**config.mk**
```make
export PLATFORM = sky130hd
export DESIGN_NAME = uart_tx_frame
export DESIGN_NICKNAME = d
export VERILOG_FILES = /design/src/rtl/uart_tx_frame.sv
export SDC_FILE = /design/constraint.sdc
export NUM_CORES = 1
export LEC_CHECK = 0
export BUFFER_PORTS_ARGS = -buffer_cell sky130_fd_sc_hd__buf_2
export CAP_MARGIN = 20
export CELL_PAD_IN_SITES_DETAIL_PLACEMENT = 1
export CELL_PAD_IN_SITES_GLOBAL_PLACEMENT = 2
export CORE_MARGIN = 1.5
export CORE_UTILIZATION = 38
export DETAILED_ROUTE_END_ITERATION = 8
export GPL_TIMING_DRIVEN = 0
export PLACE_DENSITY = 0.94
export SLEW_MARGIN = 10
export SYNTH_ARGS = -nofsm -noshare
export SYNTH_HDL_FRONTEND = slang
export SYNTH_SLANG_ARGS = --single-unit
```
**constraint.sdc**
```tcl
create_clock -name clk -period 2.9 [get_ports clk]
set_input_delay 0.58 -clock clk [delete_from_list [all_inputs] [get_ports clk]]
set_output_delay 0.58 -clock clk [all_outputs]
set_load 0.005 [all_outputs]
```
**src/rtl/uart_tx_frame.sv**
```systemverilog
// uart_tx_frame: parametrised UART transmitter with a one-entry holding register.
//
// Sends 1 start bit, DATA_BITS data bits (LSB first), an optional parity bit and
// STOP_BITS stop bits. The holding register lets the host queue the next character
// while the current one shifts out, so frames can go back-to-back with no idle gap
// beyond the stop bits. Bit timing comes from an external one-cycle baud strobe.
//
// Parameters:
//   DATA_BITS  data bits per frame, 5..9
//   PARITY     0 = none, 1 = even, 2 = odd
//   STOP_BITS  stop bits per frame, 1 or 2
//
// Ports:
//   clk       system clock, rising edge
//   reset     synchronous, active-high reset
//   baud      one-cycle baud enable strobe (one bit period per strobe)
//   txdata    character to send, bit 0 first
//   tx_valid  host offers txdata this cycle
//   tx_ready  holding register empty; transfer on tx_valid && tx_ready
//   tx        serial output, idle high
//   busy      frame in progress
//   tx_done   one-cycle pulse after the final stop bit period is issued

module uart_tx_frame #(
    parameter int unsigned DATA_BITS = 8,
    parameter int unsigned PARITY    = 0,
    parameter int unsigned STOP_BITS = 1
) (
    input  logic                 clk,
    input  logic                 reset,
    input  logic                 baud,
    input  logic [DATA_BITS-1:0] txdata,
    input  logic                 tx_valid,
    output logic                 tx_ready,
    output logic                 tx,
    output logic                 busy,
    output logic                 tx_done
);

    localparam int unsigned MaxBits = (DATA_BITS > STOP_BITS) ? DATA_BITS : STOP_BITS;
    localparam int unsigned CntW    = (MaxBits > 1) ? $clog2(MaxBits) : 1;

    localparam logic [CntW-1:0] LastData = CntW'(DATA_BITS - 1);
    localparam logic [CntW-1:0] LastStop = CntW'(STOP_BITS - 1);
    localparam logic            OddPar   = (PARITY == 2);
    localparam logic            HasPar   = (PARITY != 0);

    // Reject illegal configurations at elaboration.
    if (DATA_BITS < 5 || DATA_BITS > 9 || PARITY > 2 ||
        STOP_BITS < 1 || STOP_BITS > 2) begin : g_bad_params
        $error("uart_tx_frame: illegal DATA_BITS/PARITY/STOP_BITS combination");
    end

    typedef enum logic [2:0] {
        StIdle,
        StStart,
        StData,
        StParity,
        StStop
    } state_t;

    state_t               state;
    logic [DATA_BITS-1:0] hold;
    logic                 hold_valid;
    logic [DATA_BITS-1:0] shift;
    logic                 par_bit;
    logic [CntW-1:0]      cnt;

    // Ready depends only on the holding register, never on tx_valid.
    assign tx_ready = !hold_valid;
    assign busy     = (state != StIdle);

    always_ff @(posedge clk) begin
        if (reset) begin
            state      <= StIdle;
            hold       <= '0;
            hold_valid <= 1'b0;
            shift      <= '0;
            par_bit    <= 1'b0;
            cnt        <= '0;
            tx         <= 1'b1;
            tx_done    <= 1'b0;
        end else begin
            tx_done <= 1'b0;

            // Host handshake. Cannot collide with the IDLE hand-off below, since
            // that only fires while hold_valid is set (tx_ready low).
            if (tx_valid && !hold_valid) begin
                hold       <= txdata;
                hold_valid <= 1'b1;
            end

            unique case (state)
                StIdle: begin
                    // Hand-off needs no baud strobe; baud is ignored while idle.
                    if (hold_valid) begin
                        shift      <= hold;
                        par_bit    <= (^hold) ^ OddPar;
                        hold_valid <= 1'b0;
                        state      <= StStart;
                    end
                end
                StStart: begin
                    if (baud) begin
                        tx    <= 1'b0;
                        cnt   <= '0;
                        state <= StData;
                    end
                end
                StData: begin
                    if (baud) begin
                        tx    <= shift[0];
                        shift <= {1'b0, shift[DATA_BITS-1:1]};
                        if (cnt == LastData) begin
                            cnt   <= '0;
                            state <= HasPar ? StParity : StStop;
                        end else begin
                            cnt <= cnt + 1'b1;
                        end
                    end
                end
                StParity: begin
                    if (baud) begin
                        tx    <= par_bit;
                        cnt   <= '0;
                        state <= StStop;
                    end
                end
                StStop: begin
                    if (baud) begin
                        tx <= 1'b1;
                        if (cnt == LastStop) begin
                            cnt     <= '0;
                            state   <= StIdle;
                            tx_done <= 1'b1;
                        end else begin
                            cnt <= cnt + 1'b1;
                        end
                    end
                end
                default: state <= StIdle;
            endcase
        end
    end

endmodule

```
==> metrics.cfg <==
[run_status]
status = completed

[worst_setup_path]
cp-start-kind = flip-flop
cp_cell_sequence = or3_4, buf_2
crit_required_ns = 2.32
end_kind = output port
crit_type = flip-flop to output port
crit_fanout = 6
critPathMaxStageDelay_ns = 0.41
cpMaxStageDelayCell = or3_4
cp.arrival_ns = 1.27

[yosys]
synth.yosys.seq_area_share_pct = 40.1
yosys_register_bits = 26
synth.top_cells.by_count = dfxtp_1, nor2_1, mux2i_1
yosys-top-cells-area = dfxtp_1, mux2i_1, nor2_1
synthCells = 137
synth_largest_area_cell = dfxtp_1
netlist_area_mm2 = 0.00130
synthFlopType = dfxtp_1
synth_edf_count = 0
ys_async_sr_fraction_pct = 0
synth.avg_cell_area_um2 = 9.47
syn_nets = 152
synth_top_area_share_pct = 40.1
synth.distinct_cells = 40
synth_most_common_cell = dfxtp_1
yosysWarnings = 0

[grt]
first_global_vias = 1040
grt_pass1_wl_um = 4690
grt_max_degree = 15
track_usage_pct = 17.1
antenna_found_initial = 0
grt.overflow.total = 0

[clock_network]
post_cts_buffers = 0
cts_root_buf = clkbuf_4
clock_path_buffers = 2
clkTransAtPathRegs_ns = 0.14
cts_max_level = 1
cts_resized = 0
ctsHoldBuffers = 0
cts_sinks = 26
cts_tree = yes
clock_latency_ns = 0.33
cts_inserted_buffers = 3

[finish]
final_area_mm2 = 0.00146
nets = 171
antennaDiodeCount = 0
drive_gt1_share_pct = 21.9
area_delta_synth_final_pct = 12.6

[drt]
drtIter0Drc = 25
post-route-drc-count = 0
firstDrtPassIters = 2
ant_nets = 0
vias = 1022
wirelength_um = 2780
wl_per_cell_um = 13.8
vias_per_cell = 5.08

[place]
gp_congestion = 0.748
dpl_cell_area_mm2 = 0.00143
dpl.hpwl_um = 2120
io_buffers = 14

[floorplanning]
design.core.area_mm2 = 0.00331
fp.dieW_um = 61.4
rows = 21
ios = 16
start_util_pct = 39.2
die_y_um = 61.4
dieArea_mm2 = 0.00377

[pwr]
powerDensity_mw_per_mm2 = 511
irDropWorstVdd_v = 0.000260
total_leakage_power_nw = 0.541

[sta]
setup_violations = 0
finalCriticalPeriod_ns = 1.85
relSlewSlack_pct = 58.5
min_period_over_period_pct = 63.8
hold_viol_final = 0
skew_ns = 0.00108
hold_slack_ns = 0.471
max_slew.worst_pin.slew_ns = 0.622
finalSetupTns_ns = 0
timing.fmax_ghz = 0.541
rsz0062_at_grt = no
slew_violations = 0

[flow_run]
maxCapViolations = 0

[min_path]
min_path_type = primary input to flip-flop

## layout by cell type, fill, tap and decap left out, types with 3 or more instances in the layout
master | Yosys | final
dfxtp_1 | 26 | 26
nor2_1 | 24 | 24
buf_2 | 3 | 17
mux2i_1 | 16 | 16
xnor2_1 | 7 | 7
nand2_1 | 5 | 5
a211oi_1 | 5 | 5
nand2b_1 | 4 | 4
a21oi_1 | 4 | 4
inv_1 | 3 | 3
nor3_1 | 3 | 3
a211oi_2 | 3 | 3
ha_1 | 3 | 3
clkbuf_4 | 0 | 3
## area by class of cell
type | instances | area (um^2)
Fill cell | 419 | 1850
Multi-Input combinational cell | 99 | 709
Sequential cell | 26 | 520
Timing Repair Buffer | 14 | 70.1
Tap cell | 46 | 57.6
Buffer | 9 | 56.3
Clock buffer | 4 | 36.3
Inverter | 3 | 11.3
## metal layers
metal	track usage (%)	wire [um]	share of wire (%)	vias up
met3	3.15	64	2.3	3
met2	33.0	1470	53	12
met1	19.4	1210	44	496
met5	0	0	0	-
met4	3.65	27	0.97	0
li1	-	-	-	511
## metrics by stage
step,instances,setup slack (ns),total power (W),utilization [%]
2_1_floorplan,137,1.42,0.000525,-
3_3_place_gp,197,1.17,0.000558,43.0
3_5_place_dp,197,1.14,0.000567,43.0
4_1_cts,201,1.03,0.000758,44.1
5_1_grt,201,0.989,0.000794,44.1
6_report,201,1.05,0.000747,44.1
## where the power goes
group          internal (W)  switching [W]
clock network     0.0000770       0.000113
registers          0.000385      0.0000201
logic             0.0000718      0.0000808
total              0.000533       0.000214
## final timing paths
check / startpoint / endpoint / slack, ns / depth (start not counted)
worst max-delay path: state[2] / busy / 1.05 / 2
worst min register to register: tx / tx / 0.49 / 1
worst max register to register: cnt[0] / cnt[0] / 1.27 / 6
worst min-delay path: txdata[2] / hold[2] / 0.47 / 3
## flip-flops by register name, indices dropped and copies added, names as in the netlist
| register | count |
|---|---|
| state | 3 |
| hold_valid | 1 |
| hold | 8 |
| cnt | 3 |
| tx | 1 |
| shift | 8 |
| par_bit | 1 |
| tx_done | 1 |
## worst max-delay path, delay by kind of cell (launching register included)
| kind | cells | cell delay [ns] |
|---|---|---|
| buffers and inverters | 1 | 0.14 |
| flip-flops | 1 | 0.39 |
| AND/OR/NAND/NOR | 1 | 0.41 |
## cells by family (layout without fill, tap and decap cells)
kind of cell | Yosys count | after routing | share of synthesized area [%]
AO/OA/AOI/OAI | 21 | 21 | 12.5
flip-flops | 26 | 26 | 40.1
XOR/XNOR | 7 | 7 | 4.73
AND/OR/NAND/NOR | 51 | 51 | 21.3
adder cells (fa/ha/maj) | 3 | 3 | 2.89
multiplexers | 17 | 17 | 13.2
buffers and inverters | 12 | 30 | 5.21
Note: power is estimated with default switching activity, not from simulation.
